===== src/rtl/booth_mul_ctrl_4bit.sv =====
// booth_mul_ctrl_4bit
// Sequential radix-2 Booth multiplier for signed 4-bit operands.
// Each of the four iterations is one CALC cycle (conditional add/subtract of
// the 5-bit multiplicand into the accumulator) followed by one SHIFT cycle
// (arithmetic right shift of {A, Q, q_m1}). The 8-bit product register is
// written only when the fourth shift completes, and it holds between operations.

module booth_mul_ctrl_4bit (
    input  logic       clk,
    input  logic       rst_n,
    input  logic       start,
    input  logic [3:0] multiplicand,
    input  logic [3:0] multiplier,
    output logic       busy,
    output logic       done,
    output logic [7:0] product
);

    localparam logic [1:0] ST_IDLE  = 2'd0;
    localparam logic [1:0] ST_CALC  = 2'd1;
    localparam logic [1:0] ST_SHIFT = 2'd2;
    localparam logic [1:0] ST_DONE  = 2'd3;

    logic [1:0] state_q,   state_d;
    logic [4:0] a_q,       a_d;
    logic [3:0] q_q,       q_d;
    logic       qm1_q,     qm1_d;
    logic [4:0] m_q,       m_d;
    logic [2:0] cnt_q,     cnt_d;
    logic [7:0] product_q, product_d;
    logic       busy_q,    busy_d;
    logic       done_q,    done_d;

    // The accumulator is 5 bits wide so that A - (-8) cannot overflow.
    logic       add_sub_select; // 0 = add M, 1 = subtract M
    logic [4:0] addend_s;
    logic [4:0] sum_s;
    logic [9:0] shifted_s;      // {A, Q, q_m1} after the arithmetic right shift

    // Add/subtract step and arithmetic-shift datapath
    always_comb begin
        add_sub_select = q_q[0] & ~qm1_q;
        addend_s       = add_sub_select ? ~m_q : m_q;
        // The carry out of bit 4 is discarded.
        sum_s          = a_q + addend_s + {4'd0, add_sub_select};
        shifted_s      = {a_q[4], a_q, q_q};
    end

    // Controller sequencing and next-value selection for all registers
    always_comb begin
        state_d   = state_q;
        a_d       = a_q;
        q_d       = q_q;
        qm1_d     = qm1_q;
        m_d       = m_q;
        cnt_d     = cnt_q;
        product_d = product_q;
        case (state_q)
            ST_IDLE: begin
                if (start) begin
                    m_d     = {multiplicand[3], multiplicand};
                    q_d     = multiplier;
                    a_d     = 5'd0;
                    qm1_d   = 1'b0;
                    cnt_d   = 3'd0;
                    state_d = ST_CALC;
                end else begin
                    state_d = ST_IDLE;
                end
            end
            ST_CALC: begin
                case ({q_q[0], qm1_q})
                    2'b01:   a_d = sum_s;
                    2'b10:   a_d = sum_s;
                    default: a_d = a_q;
                endcase
                state_d = ST_SHIFT;
            end
            ST_SHIFT: begin
                a_d   = shifted_s[9:5];
                q_d   = shifted_s[4:1];
                qm1_d = shifted_s[0];
                cnt_d = cnt_q + 3'd1;
                if (cnt_q == 3'd3) begin
                    // Low 4 bits of shifted A and all of shifted Q form the product.
                    product_d = shifted_s[8:1];
                    state_d   = ST_DONE;
                end else begin
                    state_d   = ST_CALC;
                end
            end
            ST_DONE: begin
                state_d = ST_IDLE;
            end
            default: begin
                state_d = ST_IDLE;
            end
        endcase
        // Handshake outputs are registered copies of where the FSM is headed.
        busy_d = (state_d != ST_IDLE) ? 1'b1 : 1'b0;
        done_d = (state_d == ST_DONE) ? 1'b1 : 1'b0;
    end

    // State and datapath registers with asynchronous clear
    always_ff @(posedge clk or negedge rst_n) begin
        if (!rst_n) begin
            state_q   <= ST_IDLE;
            a_q       <= 5'd0;
            q_q       <= 4'd0;
            qm1_q     <= 1'b0;
            m_q       <= 5'd0;
            cnt_q     <= 3'd0;
            product_q <= 8'd0;
            busy_q    <= 1'b0;
            done_q    <= 1'b0;
        end else begin
            state_q   <= state_d;
            a_q       <= a_d;
            q_q       <= q_d;
            qm1_q     <= qm1_d;
            m_q       <= m_d;
            cnt_q     <= cnt_d;
            product_q <= product_d;
            busy_q    <= busy_d;
            done_q    <= done_d;
        end
    end

    assign busy    = busy_q;
    assign done    = done_q;
    assign product = product_q;

endmodule

===== config.mk =====
export PLATFORM = sky130hd
export DESIGN_NAME = booth_mul_ctrl_4bit
export DESIGN_NICKNAME = d
export VERILOG_FILES = /design/src/rtl/booth_mul_ctrl_4bit.sv
export SDC_FILE = /design/constraint.sdc
export NUM_CORES = 1
export LEC_CHECK = 0
export BUFFER_PORTS_ARGS = -buffer_cell sky130_fd_sc_hd__buf_2
export CAP_MARGIN = 15
export CORE_UTILIZATION = 60
export DETAILED_ROUTE_END_ITERATION = 8
export GPL_TIMING_DRIVEN = 0
export PLACE_DENSITY = 0.88
export SYNTH_ARGS = -nofsm -noshare
export SYNTH_HDL_FRONTEND = slang
export SYNTH_SLANG_ARGS = --single-unit

===== constraint.sdc =====
create_clock -name clk -period 4.55 [get_ports clk]
set_input_delay 0.2275 -clock clk [delete_from_list [all_inputs] [get_ports clk]]
set_output_delay 0.2275 -clock clk [all_outputs]
set_load 0.05 [all_outputs]

==> out/results.ini <==
[worst_setup_path]
end_kind = register
criticalPathCategory = reg2reg
crit_chain = ha_1 > xor2_1 > fa_1 > a21o_1 > a21oi_1 > mux2i_1 > o221ai_1
cp_slowest_stage_delay_ps = 450
worstPathRequired_ps = 4740
crit_slowest_cell = fa_1
crit_path_max_fanout = 4
cp-start-kind = register
crit_arrival_ps = 2600

[timing]
maxSlewHeadroom_pct = 57.5
hold_ws_ps = 130
final-setup-viol-count = 0
fmax_mhz = 414
final_hold_viol_count = 0
rsz0062_at_grt = no
fin_ws_ps = 2140
fin_tns_setup_ps = 0
finalMaxSlewViolations = 0
post-route-period-util_pct = 53.0
skew_ps = 6.02
tightest_slew_ps = 637
fin_crit_ps = 2410

[power]
p_leak_nw = 0.876
irDropWorstVdd_mv = 0.511
p_total_mw = 1.30
power_density_nw_per_um2 = 755

[grt]
grt_max_degree = 30
grtUsageTotal_pct = 25.4
first_global_vias = 1053
antenna_found_initial = 0
grt_pass1_wl_um = 4750
gr-total-overflow = 0

[floorplan]
num_rows = 17
io_pins = 21
die-area_um2 = 2760
fp.coreArea_um2 = 2320
die_w_um = 52.5
initial_core_util_pct = 66.1
chipHeight_um = 52.5

[yosys]
synth_compound_area_share_pct = 13.9
ys_seq_area_share_pct = 47.3
ys_warn_count = 0
synth_seq_cells = 29
synth_top_family_by_area = compound AO/OA/AOI/OAI gates
synth_top_cell_by_area = dfrtp_1
syn_area_um2 = 1530
synthAdderAreaFrac_pct = 10.3
synthCells = 128
synthTopCellsByArea = dfrtp_1 (47%), ha_1 (9.0%), mux2_2 (8.8%), nand2_1 (4.2%), mux2i_1 (3.3%)
yosys.area_share.simple_pct = 8.65
syn_nets = 151
yosys.area_share.xor_xnor_pct = 3.92
avgSynthCellArea_um2 = 12.0
synth_mux_area_share_pct = 13.1
synth.top_cell.area_share_pct = 47.3
yosysUniqueCellTypes = 34

[placement]
place_ws_ps = 2220
place_area_um2 = 1670
dpl.cell_count = 176
port_buffers = 20
gp_congestion = 0.794
hpwl_um = 2180

[clock_tree]
cts_resized = 0
cts.sinks = 29
clk_path_buf_depth = 2
insertion_delay_ps = 330
htree_num_levels = 2
root_buffer = clkbuf_4
cts_made_buffers = 5
path_clk_slew_ps = 90
cts_tree = yes

[flow_run]
cap_viol_max_count = 0

[routing]
vias = 1098
drtIter0Drc = 20
vias_per_cell = 5.94
wl_per_cell_um = 15.8
wirelength_um = 2920
dr.pass1.iters = 4
drc_errors = 0
drtAntennaViolNets = 0

[final_layout]
layout_commonest_cell = dfrtp_1
drive_gt1_share_pct = 30.6
final_cell_mix = dfrtp_1 (29), buf_2 (22), nand2_1 (17), mux2_2 (12), ha_1 (11)
nets = 179
final_util_pct = 74.5
stdcell_count = 185
diodes = 0
syn2layout_area_growth_pct = 12.7
fill_cells = 166
final_area_um2 = 1730

[worst_hold_path]
hold_path_class = in2reg

[run_status]
status = completed

-- cell families (layout without fill, tap and decap cells) --
| kind of cell | after synthesis | in the layout |
|---|---|---|
| AO/OA/AOI/OAI | 25 | 25 |
| XOR/XNOR | 6 | 6 |
| adder cells (fa/ha/maj) | 12 | 12 |
| buffers and inverters | 10 | 39 |
| flip-flops | 29 | 29 |
| multiplexers | 18 | 18 |
| AND/OR/NAND/NOR | 28 | 28 |
-- cell usage after synthesis, drive strengths merged --
master,number
dfrtp,29
nand2,18
mux2,13
ha,11
o21ai,11
inv,7
xor2,6
mux2i,5
buf,3
a21o,2
a32o,2
nand3,2
nand4,2
nor2,2
a2111oi,1
a211o,1
a211oi,1
a21oi,1
a22o,1
a22oi,1
a31oi,1
fa,1
nand2b,1
nor2b,1
nor3,1
nor3b,1
o221ai,1
o22ai,1
o311ai,1
-- worst max-delay path, delay by kind of cell, from the launching register on --
| kind | cells | cell delay (ps) |
|---|---|---|
| compound gates | 3 | 570 |
| xor+xnor | 1 | 220 |
| fa+ha+maj | 2 | 740 |
| flops | 1 | 440 |
| mux | 1 | 290 |
-- registers in the layout (all words and copies together), names as in the netlist --
name,flops
m_q,4
product,8
q_q,4
qm1_q,1
busy,1
a_q,5
done,1
cnt_q,3
state_q,2
-- worst paths after layout --
check | slack, ps | cells after the start | start | to
max in group asynchronous | 3690 | 2 | rst_n | m_q[1]$_DFFE_PN0P_
max | 2140 | 7 | q_q[0]$_DFFE_PN0P_ | a_q[4]$_DFFE_PN0P_
max reg2reg | 2140 | 7 | q_q[0]$_DFFE_PN0P_ | a_q[4]$_DFFE_PN0P_
min in group asynchronous | 450 | 2 | rst_n | state_q[1]$_DFF_PN0_
min reg2reg | 500 | 1 | product[4]$_DFFE_PN0P_ | product[4]$_DFFE_PN0P_
min | 130 | 2 | multiplicand[2] | m_q[2]$_DFFE_PN0P_
-- repair_timing --
item	4_1_cts	5_1_grt
hold buffers	1	0
endpoints found under the hold margin	29	0
setup buffers	0	0
-- layout make-up --
| cell class | instances | area [um2] | share of cell area [%] |
|---|---|---|---|
| Multi-Input combinational cell | 89 | 763 | 44.2 |
| Sequential cell | 29 | 726 | 42.0 |
| Timing Repair Buffer | 21 | 110 | 6.38 |
| Clock buffer | 8 | 48.8 | 2.83 |
| Tap cell | 28 | 35.0 | 2.03 |
| Inverter | 7 | 26.3 | 1.52 |
| Buffer | 3 | 17.5 | 1.01 |
-- report_power, final --
| group | switching [mW] | internal, mW |
|---|---|---|
| clock network | 0.0826 | 0.0614 |
| registers | 0.0718 | 0.353 |
| logic | 0.450 | 0.285 |
-- per-layer routing --
metal | GRT usage (%) | part of all wire, % | vias to the layer above
met4 | 12.7 | 2.3 | 0
met2 | 41.4 | 50 | 44
li1 | - | - | 507
met1 | 29.4 | 42 | 540
met5 | 0 | 0 | -
met3 | 8.70 | 5.5 | 7
Note: power is estimated with default switching activity, not from simulation.
